--- src/rtl/mem_arb_pkg.sv ---
// Shared types and helpers for the data-memory arbiter.
package mem_arb_pkg;

    typedef enum logic [1:0] {
        ARB_IDLE   = 2'd0,
        ARB_ACCESS = 2'd1,
        ARB_RESP   = 2'd2
    } arb_state_t;

    localparam int ARB_ADDR_W = 32;
    localparam int ARB_DATA_W = 32;

    // Width of a requester index; never narrower than one bit.
    function automatic int id_width(input int n);
        if (n <= 2) begin
            return 1;
        end else begin
            return $clog2(n);
        end
    endfunction

endpackage

--- src/rtl/rr_priority_picker.sv ---
// Combinational round-robin picker: first set request found scanning
// ptr_i, ptr_i+1, ... wrapping modulo N.
module rr_priority_picker
    import mem_arb_pkg::*;
#(
    parameter int N    = 4,
    parameter int ID_W = id_width(N)
) (
    input  logic [N-1:0]    req_i,
    input  logic [ID_W-1:0] ptr_i,
    output logic [N-1:0]    gnt_onehot_o,
    output logic [ID_W-1:0] gnt_id_o,
    output logic            any_o
);

    int               idx_int_s;
    logic [ID_W-1:0]  idx_s;
    logic             found_s;

    // Scan the requests starting at the pointer and keep the first hit.
    always_comb begin
        gnt_onehot_o = '0;
        gnt_id_o     = '0;
        found_s      = 1'b0;
        idx_int_s    = 0;
        idx_s        = '0;
        for (int i = 0; i < N; i++) begin
            idx_int_s = (int'(ptr_i) + i) % N;
            idx_s     = ID_W'(idx_int_s);
            if (!found_s && req_i[idx_s]) begin
                found_s             = 1'b1;
                gnt_id_o            = idx_s;
                gnt_onehot_o[idx_s] = 1'b1;
            end else begin
                found_s = found_s;
            end
        end
        any_o = |req_i;
    end

endmodule

--- src/rtl/data_mem_arbiter.sv ---
// Round-robin arbiter sharing a single-port data memory between N_REQ
// requesters. One transaction every three cycles: IDLE picks and latches,
// ACCESS drives the memory port, RESP presents the registered response.
module data_mem_arbiter
    import mem_arb_pkg::*;
#(
    parameter int N_REQ     = 4,
    parameter int ADDR_W    = ARB_ADDR_W,
    parameter int DATA_W    = ARB_DATA_W,
    parameter int MEM_DEPTH = 1024
) (
    input  logic                    clk,
    input  logic                    rst,
    input  logic [N_REQ-1:0]        req_valid,
    input  logic [N_REQ-1:0]        req_we,
    input  logic [N_REQ*ADDR_W-1:0] req_addr,
    input  logic [N_REQ*DATA_W-1:0] req_wdata,
    output logic [N_REQ-1:0]        req_ready,
    output logic [N_REQ-1:0]        resp_valid,
    output logic [DATA_W-1:0]       resp_rdata,
    output logic                    resp_err,
    output logic                    mem_we,
    output logic [ADDR_W-1:0]       mem_addr,
    output logic [DATA_W-1:0]       mem_wdata,
    input  logic [DATA_W-1:0]       mem_rdata
);

    localparam int ID_W = id_width(N_REQ);

    arb_state_t         state_q, state_d;
    logic [ID_W-1:0]    rr_ptr_q, rr_ptr_d;
    logic [ID_W-1:0]    id_q, id_d;
    logic               we_q, we_d;
    logic [ADDR_W-1:0]  addr_q, addr_d;
    logic [DATA_W-1:0]  wdata_q, wdata_d;
    logic               err_q, err_d;
    logic [N_REQ-1:0]   req_ready_q, req_ready_d;
    logic [N_REQ-1:0]   resp_valid_q, resp_valid_d;
    logic [DATA_W-1:0]  resp_rdata_q, resp_rdata_d;
    logic               resp_err_q, resp_err_d;

    logic [N_REQ-1:0]   pick_onehot_s;
    logic [ID_W-1:0]    pick_id_s;
    logic               pick_any_s;
    logic [ADDR_W-1:0]  sel_addr_s;
    logic [DATA_W-1:0]  sel_wdata_s;
    logic               sel_we_s;
    logic [N_REQ-1:0]   id_onehot_s;
    logic               in_access_s;

    rr_priority_picker #(
        .N    (N_REQ),
        .ID_W (ID_W)
    ) u_picker (
        .req_i        (req_valid),
        .ptr_i        (rr_ptr_q),
        .gnt_onehot_o (pick_onehot_s),
        .gnt_id_o     (pick_id_s),
        .any_o        (pick_any_s)
    );

    // AND-OR mux of the winning requester's fields.
    always_comb begin
        sel_addr_s  = '0;
        sel_wdata_s = '0;
        sel_we_s    = |(pick_onehot_s & req_we);
        for (int i = 0; i < N_REQ; i++) begin
            sel_addr_s  = sel_addr_s  | ({ADDR_W{pick_onehot_s[i]}} & req_addr[i*ADDR_W +: ADDR_W]);
            sel_wdata_s = sel_wdata_s | ({DATA_W{pick_onehot_s[i]}} & req_wdata[i*DATA_W +: DATA_W]);
        end
    end

    assign id_onehot_s = {{(N_REQ-1){1'b0}}, 1'b1} << id_q;
    assign in_access_s = (state_q == ARB_ACCESS);

    // Next-state, latched-transaction and registered-output logic.
    always_comb begin
        state_d      = state_q;
        rr_ptr_d     = rr_ptr_q;
        id_d         = id_q;
        we_d         = we_q;
        addr_d       = addr_q;
        wdata_d      = wdata_q;
        err_d        = err_q;
        req_ready_d  = '0;
        resp_valid_d = '0;
        resp_rdata_d = '0;
        resp_err_d   = 1'b0;
        case (state_q)
            ARB_IDLE: begin
                if (pick_any_s) begin
                    state_d     = ARB_ACCESS;
                    id_d        = pick_id_s;
                    we_d        = sel_we_s;
                    addr_d      = sel_addr_s;
                    wdata_d     = sel_wdata_s;
                    err_d       = (sel_addr_s >= ADDR_W'(MEM_DEPTH));
                    req_ready_d = pick_onehot_s;
                end else begin
                    state_d = ARB_IDLE;
                end
            end
            ARB_ACCESS: begin
                state_d      = ARB_RESP;
                rr_ptr_d     = (id_q == ID_W'(N_REQ - 1)) ? '0 : id_q + ID_W'(1);
                resp_valid_d = id_onehot_s;
                resp_rdata_d = (we_q | err_q) ? '0 : mem_rdata;
                resp_err_d   = err_q;
            end
            ARB_RESP: begin
                state_d = ARB_IDLE;
            end
            default: begin
                state_d = ARB_IDLE;
            end
        endcase
    end

    // State and output registers with synchronous reset.
    always_ff @(posedge clk) begin
        if (rst) begin
            state_q      <= ARB_IDLE;
            rr_ptr_q     <= '0;
            id_q         <= '0;
            we_q         <= 1'b0;
            addr_q       <= '0;
            wdata_q      <= '0;
            err_q        <= 1'b0;
            req_ready_q  <= '0;
            resp_valid_q <= '0;
            resp_rdata_q <= '0;
            resp_err_q   <= 1'b0;
        end else begin
            state_q      <= state_d;
            rr_ptr_q     <= rr_ptr_d;
            id_q         <= id_d;
            we_q         <= we_d;
            addr_q       <= addr_d;
            wdata_q      <= wdata_d;
            err_q        <= err_d;
            req_ready_q  <= req_ready_d;
            resp_valid_q <= resp_valid_d;
            resp_rdata_q <= resp_rdata_d;
            resp_err_q   <= resp_err_d;
        end
    end

    assign req_ready  = req_ready_q;
    assign resp_valid = resp_valid_q;
    assign resp_rdata = resp_rdata_q;
    assign resp_err   = resp_err_q;

    // The memory writes on the negedge, so rst gates the enable directly:
    // a reset raised during ACCESS must not let that write land.
    assign mem_we    = in_access_s & we_q & ~err_q & ~rst;
    assign mem_addr  = in_access_s ? addr_q  : '0;
    assign mem_wdata = in_access_s ? wdata_q : '0;

endmodule

--- config.mk ---
export PLATFORM = sky130hd
export DESIGN_NAME = data_mem_arbiter
export DESIGN_NICKNAME = d
export VERILOG_FILES = /design/src/rtl/mem_arb_pkg.sv /design/src/rtl/rr_priority_picker.sv /design/src/rtl/data_mem_arbiter.sv
export SDC_FILE = /design/constraint.sdc
export NUM_CORES = 1
export LEC_CHECK = 0
export BUFFER_PORTS_ARGS = -buffer_cell sky130_fd_sc_hd__buf_2
export CAP_MARGIN = 20
export CORE_AREA = 4 4 154 156
export CTS_BUF_LIST = sky130_fd_sc_hd__clkbuf_4 sky130_fd_sc_hd__clkbuf_8
export CTS_CLUSTER_SIZE = 12
export DETAILED_ROUTE_END_ITERATION = 10
export DIE_AREA = 0 0 158 160
export PLACE_DENSITY = 0.53
export SLEW_MARGIN = 20
export SYNTH_ARGS = -nofsm -noshare
export SYNTH_HDL_FRONTEND = slang
export SYNTH_HIERARCHICAL = 1
export SYNTH_SLANG_ARGS = --single-unit
export TNS_END_PERCENT = 5
--- constraint.sdc ---
create_clock -name clk -period 7.2 [get_ports clk]
set_clock_uncertainty 0.2 [all_clocks]
set_input_delay 1.08 -clock clk [delete_from_list [all_inputs] [get_ports clk]]
set_output_delay 1.08 -clock clk [all_outputs]
set_load 0.02 [all_outputs]
==> run_results.csv <==
group,metric,value,unit
setup_path,reg2reg_setup_slack,2910,ps
placed_design,port-buffer-count,403,
synthesis,syn-cell-area,5600,µm²
min_path,holdPathEnd,"addr_q[20]",
layout,n_fill_cell,2377,
sta,fin_tns_setup,0,ps
global_route,antenna_found_initial,3,
sta,period_minus_slack,4290,ps
detailed_routing,firstDrtPassIters,6,
cts,cts_tree,"done",
outcome,status,"complete, no violations",
sta,tightestPinTransition,1060,ps
detailed_routing,drt_iter0_markers,341,
setup_path,worst-r2r-cell-count,11,
synthesis,synth_edf_count,0,
placed_design,hpwlAfterDp,18.9,mm
sta,max_freq,233,MHz
global_route,grt_overflow,0,
cts,cts.clk_slew.worst_paths,90,ps
synthesis,synthCells,624,
layout,regArea,2260,µm²
layout,final_nets,1292,
layout,drive_above_1_share,0.456,
synthesis,syn_avg_cell_area,8.97,µm²
power_and_ir_drop,ir_drop,0.000126,V
job,cap_violations,0,
floorplan,ios,404,
setup_path,worstSetupEndpointType,"register",
synthesis,syn_nets,928,
sta,finalSetupViolations,0,
floorplan,initial_core_util,0.250,
cts,hold_buffers,0,
detailed_routing,avgRoutedWirePerCell,19.6,µm
global_route,grt_max_degree,90,
synthesis,synth_top_area_cell,"dfxtp_1",
synthesis,synthArstFlopShare,0,
synthesis,ys_warn_count,6,
cts,post-cts-setup-buffer-count,0,
min_path,worstHoldStart,"addr_q[20]",
cts,clkLatencyLatePin,430,ps
global_route,grt_pass1_wl,36.5,mm
setup_path,crit_required,7350,ps
setup_path,worstSetupPathType,"register to register",
setup_path,path_max_fanout,36,
setup_path,r2r_start,"rr_ptr_q[0]",
setup_path,cp.arrival,4440,ps
floorplan,dieArea,25300,µm²
cts,htreeDepth,4,
synthesis,synth_area_leaders,"dfxtp_1 40%, and2_1 11%, a221oi_1 9.7%",
floorplan,die_w,158,µm
sta,hold_viol_final,0,
floorplan,row_count,55,
setup_path,startpoint_type,"register",
detailed_routing,antenna_left,0,
sta,slew_headroom,0.295,
setup_path,worstReg2RegEnd,"err_q",
floorplan,core_area,22400,µm²
cts,clock-sinks,113,
floorplan,die_h,160,µm
detailed_routing,wirelength,25.2,mm
detailed_routing,via_per_inst,4.98,
sta,rsz0062_at_grt,"no",
synthesis,synth.yosys.seq_area_share,0.404,
cts,post_cts_resized,0,
power_and_ir_drop,leakage,3.98,nW
synthesis,synth_top_area_frac,0.404,
global_route,grtUsageTotal,0.188,
min_path,holdPathStages,2,
detailed_routing,drc_errors,0,
cts,cts_root_buffer,"clkbuf_8",
power_and_ir_drop,pwr_density_cell,246,nW/µm²
synthesis,synth_common_cells,"113 x dfxtp_1, 102 x and2_1, 71 x nor2_1",
cts,max-clock-path-buffers,2,
synthesis,synth_seq_cells,113,
detailed_routing,num_vias,6414,
placed_design,gp_congestion,0.873,
sta,period_share,0.595,
synthesis,synth_flop_cell,"dfxtp_1",
global_route,grt_pass1_vias,6243,
min_path,hp-class,"register to register",
synthesis,yosysMostFrequentCell,"dfxtp_1",
layout,post-route-util,0.368,
cts,cts_made_buffers,17,
layout,area_growth,46.9,%
sta,slew_viol_final,0,
layout,multiInputGateArea,3120,µm²
synthesis,ys_types,43,
## worst max path at each step
stage	from	endpoint	cells past startpoint
2_1_floorplan	req_valid[3]	err_q	10
3_3_place_gp	req_valid[2]	err_q	10
3_5_place_dp	req_valid[2]	err_q	10
4_1_cts	rr_ptr_q[0]	err_q	11
5_1_grt	rr_ptr_q[0]	err_q	11
6_report	rr_ptr_q[0]	err_q	11
## metal layers
metal,track usage,vias up,routed length [µm]
met1,0.221,2963,9700
met2,0.330,317,12800
met3,0.0588,30,2260
met4,0.0523,2,448
met5,0,-,13
li1,-,3102,-
## placed cells by master, fill, tap and decap left out, drive strengths merged, types with 4 or more instances in the layout
cell and n:
o21ai 7, a22oi 14, and2 102, ha 6, inv 13, a211oi 20, nor3 46, clkbuf 17
buf 409, dfxtp 113, nand4 4, a21oi 6, mux4 4, a221o 43, a221oi 62, nor4 4
nor2 71, nand2 15, a22o 20
## worst max-delay path, stage by stage (launching register included)
cell      delay (ps)
dfxtp_1          690
inv_1            170
ha_1             460
mux4_2           470
nor2b_4          220
a22oi_1          130
o21ai_4          800
buf_4            490
a22oi_1          120
nand2_1          150
nor4_1            80
a211oi_1         220
## power by group
group	internal [W]	leakage (nW)	switching [W]
combinational	0.000278	2.85	0.000386
sequential	0.000702	0.930	0.0000391
clock	0.000291	0.199	0.000326
## final cells by class
type | instances | area share
antenna | 2 | 0.000609
timing repair buffer | 409 | 0.251
clock buffer | 17 | 0.0285
tap | 285 | 0.0434
clock inverter | 15 | 0.0199
inverter | 3 | 0.00137
multi-input combinational | 444 | 0.380
sequential | 113 | 0.275
## through the flow
step / worst slack (ps) / total power (W) / std cells / instance area [µm²] / hold WS (ps)
finish: 2910 / 0.00202 / 1288 / 8220 / 264
global route: 2580 / 0.00216 / 1288 / 8220 / 298
CTS: 2840 / 0.00206 / 1286 / 8220 / 273
detailed placement: 2790 / 0.00143 / 1254 / 7820 / 261
global placement: 2850 / 0.00143 / 1254 / 7820 / 258
floorplan: 3760 / 0.00119 / 624 / 5600 / 232
## state kept, by name, indices dropped and copies added (netlist names)
name and count:
wdata_q 32, addr_q 32, we_q 1, resp_err 1, state_q 2, id_q 2
resp_rdata 32, rr_ptr_q 2, err_q 1, resp_valid 4, req_ready 4
## kinds of logic after synthesis
group,synth area share
AO/OA/AOI/OAI,0.271
adder cells (fa/ha/maj),0.0134
buffers and inverters,0.0496
flip-flops,0.404
multiplexers,0.0203
AND/OR/NAND/NOR,0.242
No activity file was read; power rests on OpenSTA's default activity.
